===== src/rtl/demux_pkg.sv =====
// Shared types and defaults for the buffered 1-to-2 stream demultiplexer.
package demux_pkg;

  localparam int WIDTH_DEFAULT = 3;
  localparam int DEPTH_DEFAULT = 2;

  typedef enum logic {
    DEST_OUT0 = 1'b0,
    DEST_OUT1 = 1'b1
  } dest_t;

  // Occupancy needs one more bit than the pointers so that "full" is representable.
  function automatic int count_width(input int depth);
    return $clog2(depth) + 1;
  endfunction

endpackage


===== src/rtl/demux_fifo.sv =====
// Synchronous FIFO with registered storage, head-of-queue read port and occupancy count.
module demux_fifo
  import demux_pkg::*;
#(
  parameter  int WIDTH = WIDTH_DEFAULT,
  parameter  int DEPTH = DEPTH_DEFAULT,
  localparam int AW    = $clog2(DEPTH),
  localparam int CW    = count_width(DEPTH)
) (
  input  logic             clk,
  input  logic             rst_n,
  input  logic             i_push,
  input  logic [WIDTH-1:0] i_wr_data,
  input  logic             i_pop,
  output logic [WIDTH-1:0] o_rd_data,
  output logic [CW-1:0]    o_count,
  output logic             o_full,
  output logic             o_valid
);

  logic [WIDTH-1:0] r_mem [DEPTH];
  logic [AW-1:0]    r_wr_ptr;
  logic [AW-1:0]    r_rd_ptr;
  logic [CW-1:0]    r_count;
  logic             w_do_push;
  logic             w_do_pop;

  assign o_full    = (r_count == CW'(DEPTH));
  assign o_valid   = (r_count != '0);
  assign o_count   = r_count;
  assign o_rd_data = r_mem[r_rd_ptr];

  // Guarded locally so the count can never over- or underflow whatever the caller does.
  assign w_do_push = i_push & ~o_full;
  assign w_do_pop  = i_pop & o_valid;

  // NOTE: non-blocking assignments throughout so every register samples pre-edge values.
  always_ff @(posedge clk or negedge rst_n) begin
    if (!rst_n) begin
      r_wr_ptr <= '0;
      r_rd_ptr <= '0;
      r_count  <= '0;
      // NOTE: storage is reset on purpose so the head reads zero after reset, not stale data.
      for (int i = 0; i < DEPTH; i++) begin
        r_mem[i] <= '0;
      end
    end else begin
      if (w_do_push) begin
        r_mem[r_wr_ptr] <= i_wr_data;
        r_wr_ptr        <= r_wr_ptr + AW'(1);
      end
      if (w_do_pop) begin
        r_rd_ptr <= r_rd_ptr + AW'(1);
      end
      case ({w_do_push, w_do_pop})
        2'b10:   r_count <= r_count + CW'(1);
        2'b01:   r_count <= r_count - CW'(1);
        default: r_count <= r_count;
      endcase
    end
  end

endmodule


===== src/rtl/demux_1_to_2_3_bit_stream.sv =====
// Steers one valid/ready stream into two independently buffered output streams by a per-beat select.
module demux_1_to_2_3_bit_stream
  import demux_pkg::*;
#(
  parameter  int WIDTH = WIDTH_DEFAULT,
  parameter  int DEPTH = DEPTH_DEFAULT,
  localparam int CW    = count_width(DEPTH)
) (
  input  logic             clk,
  input  logic             rst_n,
  input  logic             in_valid,
  output logic             in_ready,
  input  logic [WIDTH-1:0] in_data,
  input  logic             in_sel,
  output logic             out0_valid,
  input  logic             out0_ready,
  output logic [WIDTH-1:0] out0_data,
  output logic [CW-1:0]    out0_count,
  output logic             out1_valid,
  input  logic             out1_ready,
  output logic [WIDTH-1:0] out1_data,
  output logic [CW-1:0]    out1_count
);

  dest_t w_dest;
  logic  w_full0;
  logic  w_full1;
  logic  w_accept;
  logic  w_push0;
  logic  w_push1;

  assign w_dest = dest_t'(in_sel);

  // Ready depends only on the addressed FIFO's fullness; a pop that same cycle does not help.
  assign in_ready = (w_dest == DEST_OUT1) ? ~w_full1 : ~w_full0;

  assign w_accept = in_valid & in_ready;
  assign w_push0  = w_accept & (w_dest == DEST_OUT0);
  assign w_push1  = w_accept & (w_dest == DEST_OUT1);

  demux_fifo #(
    .WIDTH (WIDTH),
    .DEPTH (DEPTH)
  ) u_fifo0 (
    .clk       (clk),
    .rst_n     (rst_n),
    .i_push    (w_push0),
    .i_wr_data (in_data),
    .i_pop     (out0_ready),
    .o_rd_data (out0_data),
    .o_count   (out0_count),
    .o_full    (w_full0),
    .o_valid   (out0_valid)
  );

  demux_fifo #(
    .WIDTH (WIDTH),
    .DEPTH (DEPTH)
  ) u_fifo1 (
    .clk       (clk),
    .rst_n     (rst_n),
    .i_push    (w_push1),
    .i_wr_data (in_data),
    .i_pop     (out1_ready),
    .o_rd_data (out1_data),
    .o_count   (out1_count),
    .o_full    (w_full1),
    .o_valid   (out1_valid)
  );

endmodule


===== config.mk =====
export PLATFORM = sky130hd
export DESIGN_NAME = demux_1_to_2_3_bit_stream
export DESIGN_NICKNAME = d
export VERILOG_FILES = /design/src/rtl/demux_pkg.sv /design/src/rtl/demux_fifo.sv /design/src/rtl/demux_1_to_2_3_bit_stream.sv
export SDC_FILE = /design/constraint.sdc
export NUM_CORES = 1
export LEC_CHECK = 0
export BUFFER_PORTS_ARGS = -buffer_cell sky130_fd_sc_hd__buf_2
export CORE_MARGIN = 2
export CORE_UTILIZATION = 34
export CTS_BUF_LIST = sky130_fd_sc_hd__clkbuf_8 sky130_fd_sc_hd__clkbuf_16
export DETAILED_ROUTE_END_ITERATION = 10
export PLACE_DENSITY = 0.59
export RECOVER_POWER = 50
export SLEW_MARGIN = 20
export SYNTH_ARGS = -nofsm -noshare
export SYNTH_HDL_FRONTEND = slang
export SYNTH_SLANG_ARGS = --single-unit

===== constraint.sdc =====
create_clock -name clk -period 2.25 [get_ports clk]
set_input_delay 0.45 -clock clk [delete_from_list [all_inputs] [get_ports clk]]
set_output_delay 0.45 -clock clk [all_outputs]
set_load 0.05 [all_outputs]

==> results of run 1 <==
-- layer usage --
metal  vias up  global-route usage
li1        290                   -
met1       295               0.167
met2        24               0.176
met3         2              0.0438
met4         0              0.0399
met5         -                   0
-- state kept, by name (all words and copies together) (netlist names) --
| name | cells |
|---|---|
| u_fifo0.r_rd_ptr | 1 |
| u_fifo1.r_wr_ptr | 1 |
| u_fifo0.r_mem | 6 |
| u_fifo0.r_wr_ptr | 1 |
| u_fifo0.o_count | 2 |
| u_fifo1.r_rd_ptr | 1 |
| u_fifo1.r_mem | 6 |
| u_fifo1.o_count | 2 |
-- synthesized netlist by cell type --
cell type,instances,area share
nand2_1,1,0.0039
ha_1,2,0.026
mux2_4,3,0.047
nor2_1,3,0.012
nand2b_1,3,0.020
nand2b_4,1,0.014
xnor2_1,6,0.055
mux2_2,15,0.18
or2_2,2,0.013
nor3_1,2,0.011
and2_1,2,0.013
xor2_1,4,0.037
nand3_1,1,0.0053
dfrtp_1,20,0.53
or3b_4,1,0.012
nand4_1,1,0.0066
nor2b_1,2,0.013
a21oi_1,1,0.0053
-- placed cells by master, fill, tap and decap left out, types with 2 or more instances in the layout --
| master | count |
|---|---|
| nand2b_1 | 3 |
| nor2b_1 | 2 |
| buf_2 | 20 |
| clkbuf_8 | 4 |
| xnor2_1 | 6 |
| ha_1 | 2 |
| or2_2 | 2 |
| nor3_1 | 2 |
| nor2_1 | 3 |
| dfrtp_1 | 20 |
| xor2_1 | 4 |
| and2_0 | 2 |
| mux2_2 | 15 |
| mux2_4 | 3 |
-- area by class of cell --
cell class | count | area, sq um
Sequential cell | 20 | 500
Fill cell | 267 | 1560
Clock buffer | 4 | 55.1
Multi-Input combinational cell | 50 | 449
Tap cell | 31 | 38.8
Timing Repair Buffer | 21 | 104
-- per-stage QoR --
step / cells / hold slack [ps] / instance area (sq um) / setup WS, ps
2_1_floorplan: 70 / 154 / 950 / 116
3_3_place_gp: 122 / 428 / 1090 / 638
3_5_place_dp: 122 / 423 / 1090 / 590
4_1_cts: 126 / 143 / 1150 / 488
5_1_grt: 126 / 453 / 1150 / 366
6_report: 126 / 367 / 1150 / 507
-- worst paths after layout --
| path | cells past startpoint | to | start |
|---|---|---|---|
| max in group asynchronous | 1 | u_fifo1.o_count[1] | rst_n |
| max | 4 | in_ready | u_fifo0.o_count[0] |
| max reg2reg | 5 | u_fifo1.o_count[1] | u_fifo1.o_count[0] |
| min in group clk | 2 | u_fifo0.r_mem[4] | in_data[1] |
| min | 1 | u_fifo0.r_mem[0] | rst_n |
| min reg2reg | 1 | u_fifo0.r_wr_ptr | u_fifo0.r_wr_ptr |
-- kinds of logic after synthesis --
kind of cell             count (synthesis)  share of synthesized area
XOR/XNOR                                10                     0.0922
multiplexers                            18                      0.225
AND/OR/NAND/NOR                         19                      0.124
AO/OA/AOI/OAI                            1                    0.00527
adder cells (fa/ha/maj)                  2                     0.0263
flip-flops                              20                      0.527
==> reports/results.md, run 1 <==
| Step | Quantity | Value |
| --- | --- | --- |
| sta | Maximum achievable frequency | 574 MHz |
| cts | Clock Root Buffer | clkbuf_8 |
| logic synthesis | Number of storage elements in the synthesis netlist | 20 |
| global route | Maximum number of pins on one net before global-route repair | 21 |
| placement | Port Buf Inserts | 21 |
| setup path | Crit. End Element | output port |
| cells and area | Layout Nets | 107 |
| route | Remaining antenna violation count | 0 |
| global route | Vias in the first global route | 608 |
| logic synthesis | Syn Std Cell Area | 950 sq um |
| cells and area | End-of-flow core utilization | 0.423 |
| global route | GRT Residual Overflow | 0 |
| route | Routed len/inst | 13.1 microns |
| cells and area | N_diodes | 0 |
| cts | Number of sinks on the clock net | 20 |
| setup path | Kind of cell adding the most delay to the critical path | flip-flops |
| setup path | CP Cell Sequence | nand2b_1 -> nor2_1 -> a21oi_1 -> buf_2 |
| route | Iter 0 DRT Violations | 11 |
| cts | Inserted Clock Buffers | 3 |
| setup path | Endpoint arrival time on the critical path | 1290 ps |
| floorplan | Total I/O pin count | 22 |
| route | Total iterations of the first detailed-routing run | 4 |
| floorplan | Row count | 19 |
| cts | TritonCTS clock tree | built |
| run status | Status | completed |
| placement | Dpl hpwl | 1.26 mm |
| route | Number of remaining DRC errors | 0 |
| job | # Max-Cap Violations | 0 |
| setup path | Crit path buf inv count | 1 |
| setup path | Category of the critical setup timing path | reg2out |
| cts | Clock Tree Buf Depth | 2 |
| setup path | Maximum cell stage delay along the critical path | 440 ps |
| logic synthesis | Number of warnings reported in the yosys synthesis log | 0 |
| cells and area | Fraction of final layout cells with drive strength greater than 1 | 0.484 |
| cts | Clock transition at the registers of the reported paths | 70 ps |
| route | Top routing layer used | met4 |
| logic synthesis | Count of mapped cells out of synthesis | 70 |
| global route | Initial antenna violation count | 0 |
| route | Met2 wire length | 765 microns |
| cts | Post-CTS Repair Setup Buffers | 0 |
| global route | Wire length of the first global-routing pass | 2.88 mm |
| hold path | Path category of the worst min-delay check | in2async |
| floorplan | Placeable core area | 2710 sq um |
| sta | Post-route fraction of the period consumed by the critical path | 0.775 |
| floorplan | DIE AREA | 3230 sq um |
| logic synthesis | Fraction of the yosys area taken by sequential cells | 0.527 |
| sta | Number of pins exceeding their max-slew limit in the final report | 0 |
| route | Total wire length after detailed routing | 1.65 mm |
| sta | Final hold violation count | 0 |
| cells and area | Signed area change from the synthesized netlist to the final layout | 20.8% |
| cts | Number of hold buffers added after CTS | 0 |
| setup path | CP startpoint kind | register |
| route | Total length of routed met3 wires | 102 microns |
| floorplan | Vert. Die Dim | 56.9 microns |
| logic synthesis | Distinct cell type count of the synthesized netlist | 18 |
| sta | Endpoints failing setup | 0 |
| route | Via count normalized by instance count | 4.85 |
| setup path | Slowest cell on the critical path | dfrtp_1 |
| sta | Pin slew with the least headroom to its limit | 1070 ps |
| cts | Clock latency on the worst-skew pair | 250 ps |
| sta | Setup TNS Final | 0 ps |
| logic synthesis | Mean Syn Cell Area | 13.6 sq um |
| route | Met1 routed wirelength after detailed routing | 760 microns |
| placement | Final Wtd Congestion | 0.698 |
| sta | Worst-case clock skew | 1.92 ps |
| setup path | Maximum fanout encountered on the critical timing path | 6 |
| sta | Max-slew headroom | 0.286 |
| global route | Combined global-route utilization of all metal layers | 0.121 |
| sta | RSZ-0062 raised after global routing | false |
| cts | Post-CTS sizing | 0 |
| setup path | Worst Path Required | 1800 ps |
| floorplan | Effective utilization at floorplan | 0.350 |
| setup path | Reg-to-reg setup timing slack | 580 ps |
| route | Via Count | 611 |
| cts | Max H-tree Level | 1 |
| logic synthesis | Total nets after synthesis | 81 |
| floorplan | Die extent in x | 56.9 microns |
| sta | Final critical delay including setup and external delays | 1740 ps |
Power of run 1 is left out: the tool's default activity adds up to more than one toggle a clock period on the data nets, which glitch-free logic cannot reach.
==> run 2, diff against run 1 <==
Settings changed: ABC_AREA set to 1, PLACE_DENSITY 0.59 to 0.6.
Clock period 2.25 ns to 1.44 ns, I/O delays scaled along.
==> run 2 against run 1 <==
The flow now finishes with violations (design-rule violations, negative setup slack). Global-route usage grew 3.0 points. Register-to-register slack lost 570 ps. Die area increased by 6.2%. Final cell count up 51%. Worst hold slack got worse by 63 ps. Routed wire length increased by 41%. Largest cell class is now multi-input combinational cells.
==> reports/results.md, run 2 <==
| Step | Quantity | Value |
| --- | --- | --- |
| run status | Status | finished, violations left |
| run status | Failing checks | design-rule violations, negative setup slack |
| sta | Pin slew with the least headroom to its limit | 504 ps |
| route | Via Count | 913 |
| setup path | CP startpoint kind | register |
| cells and area | Fraction of final layout cells with drive strength greater than 1 | 0.390 |
| floorplan | Row count | 19 |
| setup path | Crit. End Element | output port |
| sta | Worst hold margin | 303 ps |
| logic synthesis | Distinct cell type count of the synthesized netlist | 13 |
| setup path | Endpoint arrival time on the critical path | 1210 ps |
| setup path | Maximum fanout encountered on the critical timing path | 2 |
| logic synthesis | Fraction of synthesized cell area taken by the top area cell type | 0.494 |
| logic synthesis | Library cell with the highest instance count after synthesis | nand2_1 |
| logic synthesis | Syn Std Cell Area | 1010 sq um |
| route | Total wire length after detailed routing | 2.32 mm |
| power and ir drop | Cell Pwr Density | 2720 nW/um^2 |
| cells and area | Layout Nets | 171 |
| cts | Clock latency on the worst-skew pair | 260 ps |
| route | Iter 0 DRT Violations | 50 |
| cts | Inserted Clock Buffers | 3 |
| cts | Clock Root Buffer | clkbuf_8 |
| hold path | Path category of the worst min-delay check | in2reg |
| logic synthesis | Largest area contributor in the netlist | dfrtp_1 |
| route | Number of remaining DRC errors | 2 |
| sta | Endpoints failing setup | 1 |
| logic synthesis | Total nets after synthesis | 135 |
| placement | Port Buf Inserts | 21 |
| sta | Number of pins exceeding their max-slew limit in the final report | 0 |
| floorplan | Total I/O pin count | 22 |
| global route | Met3 usage | 0.0264 |
| route | Remaining antenna violation count | 0 |
| cts | Number of sinks on the clock net | 20 |
| sta | RSZ-0062 raised after global routing | true |
| placement | Dpl hpwl | 1.69 mm |
| setup path | Worst Path Required | 1150 ps |
| floorplan | DIE AREA | 3430 sq um |
| cells and area | N_diodes | 0 |
| logic synthesis | Number of storage elements in the synthesis netlist | 20 |
| global route | Maximum number of pins on one net before global-route repair | 21 |
| sta | Max-slew headroom | 0.664 |
| cells and area | Most used cells in the layout excluding fill and tap cells | nand2_1, nand4_1, dfrtp_1 |
| power and ir drop | Net Switching | 1.97 mW |
| floorplan | Effective utilization at floorplan | 0.361 |
| logic synthesis | Number of warnings reported in the yosys synthesis log | 0 |
| logic synthesis | Top cells by area, synth | dfrtp_1, nand2_1, nand4_1 |
| sta | Worst-case clock skew | 2.11 ps |
| floorplan | Vert. Die Dim | 58.6 microns |
| placement | Final Wtd Congestion | 0.787 |
| logic synthesis | EDFF count, synth | 0 |
| sta | Final hold violation count | 0 |
| global route | GRT Residual Overflow | 0 |
| power and ir drop | Sequential fraction of design power | 0.280 |
| power and ir drop | Static Leakage | 0.754 nW |
| power and ir drop | Internal power summed over all cells | 1.95 mW |
| logic synthesis | Fraction of the yosys area taken by sequential cells | 0.494 |
| route | Total iterations of the first detailed-routing run | 7 |
| setup path | Maximum cell stage delay along the critical path | 420 ps |
| cts | Clock Tree Buf Depth | 2 |
| floorplan | Placeable core area | 2810 sq um |
| cells and area | Final-layout fill cell count | 278 |
| logic synthesis | Async S/R FF share, synth | 1.00 |
| setup path | CP Cell Sequence | inv_4 -> a21oi_4 -> or2_4 -> buf_8 |
| cells and area | Registers with the most flip-flops | u_fifo0.r_mem: 6 flops, u_fifo1.r_mem: 6 flops |
| cts | TritonCTS clock tree | built |
| global route | Most congested layer reported by global routing | met2 |
| global route | Vias in the first global route | 905 |
| sta | Post-layout worst setup margin | -57.7 ps |
| sta | Post-route fraction of the period consumed by the critical path | 1.04 |
| global route | Met2 capacity usage during global routing | 0.254 |
| power and ir drop | Clock power share | 0.109 |
| logic synthesis | Mean Syn Cell Area | 8.17 sq um |
| cts | Max H-tree Level | 1 |
| power and ir drop | Share of power burned in combinational logic | 0.611 |
| floorplan | Die extent in x | 58.6 microns |
| cells and area | Signed area change from the synthesized netlist to the final layout | 42.0% |
| logic synthesis | Synth top cells by count | nand2_1, dfrtp_1, nand4_1 |
| power and ir drop | Switching Fraction | 0.502 |
| placement | Post-placement cell area | 1250 sq um |
| setup path | Category of the critical setup timing path | reg2out |
| global route | Met1 usage in global routing | 0.192 |
| cts | Clock transition at the registers of the reported paths | 70 ps |
| route | Via count normalized by instance count | 4.81 |
| global route | Initial antenna violation count | 0 |
| logic synthesis | Count of mapped cells out of synthesis | 124 |
| sta | Final critical delay including setup and external delays | 1500 ps |
| power and ir drop | Max IR drop VDD | 1.13 mV |
| logic synthesis | Primary flip-flop cell chosen by synthesis mapping | dfrtp_1 |
| global route | Combined global-route utilization of all metal layers | 0.151 |
| sta | Maximum achievable frequency | 668 MHz |
| job | # Max-Cap Violations | 0 |
| global route | Wire length of the first global-routing pass | 3.95 mm |
| setup path | Slowest cell on the critical path | dfrtp_2 |
| cells and area | Final std cell area, no fill | 1440 sq um |
| route | Routed len/inst | 12.2 microns |
| cells and area | Most common cell after layout, fill and taps aside | nand2_1 |
[run 2: power by group through the flow]
| stage | combinational, mW | clock, mW | sequential, mW |
|---|---|---|---|
| detailed placement | 2.06 | 0 | 1.11 |
| floorplan | 1.43 | 0 | 1.27 |
| global placement | 2.02 | 0 | 1.11 |
| global route | 2.59 | 0.464 | 1.14 |
| CTS | 2.28 | 0.439 | 1.10 |
| finish | 2.39 | 0.426 | 1.10 |
[run 2: cells by family after synthesis]
kind of cell,share of synthesized area
xor gates and xnor gates,0.0519
and+or+nand+nor,0.332
buffers and inverters,0.0654
AOI/OAI and AO/OA,0.0321
DFF,0.494
adders and majority gates,0.0247
[run 2: final timing paths]
check,startpoint,to,slack (ps),cells after the start
worst max-delay path,u_fifo0.o_count[0],in_ready,-60,4
worst min-delay path,out1_ready,u_fifo1.r_rd_ptr,300,3
worst max register to register,u_fifo1.o_count[0],u_fifo1.o_count[1],10,9
worst min register to register,u_fifo1.r_mem[5],u_fifo1.r_mem[5],490,2
max in group asynchronous,rst_n,u_fifo0.o_count[1],540,2
min in group asynchronous,rst_n,u_fifo1.r_mem[3],530,2
[run 2: routing by layer]
layer	wire, microns	vias up	share of wire
li1	-	470	-
met1	1040	418	0.45
met2	1130	18	0.49
met3	88	7	0.038
met4	51	0	0.022
met5	0	-	0
[run 2: stage by stage]
step	TNS, ps	util	setup slack (ps)	instances	power [mW]
after global placement	0	0.446	32.5	178	3.13
after CTS	-82.9	0.494	-52.5	188	3.82
after floorplan	-259	-	-130	124	2.70
after global routing	-167	0.513	-91.9	190	4.19
after detailed placement	0	0.446	6.23	178	3.17
final	-57.7	0.513	-57.7	190	3.92
[run 2: repair_timing]
action,CTS,global route
hold endpoints to repair,20,0
gates resized for setup,11,15
pin swaps,3,3
buffers inserted,5,2
endpoints found under the setup margin,7,12
hold buffers,1,0
[run 2: worst max-delay path, delay by kind of cell (launching register included)]
kind	cells	cell delay [ps]
flip-flops	1	420
AND/OR/NAND/NOR	1	250
buffers and inverters	2	220
AO/OA/AOI/OAI	1	60
[run 2: final cells by class]
cell class	count	area (sq um)	area share
Clock buffer	4	55.1	0.0383
Inverter	15	63.8	0.0443
Multi-Input combinational cell	87	529	0.368
Sequential cell	20	505	0.351
Tap cell	31	38.8	0.0270
Timing Repair Buffer	33	246	0.171
(Power assumes the default switching activity.)
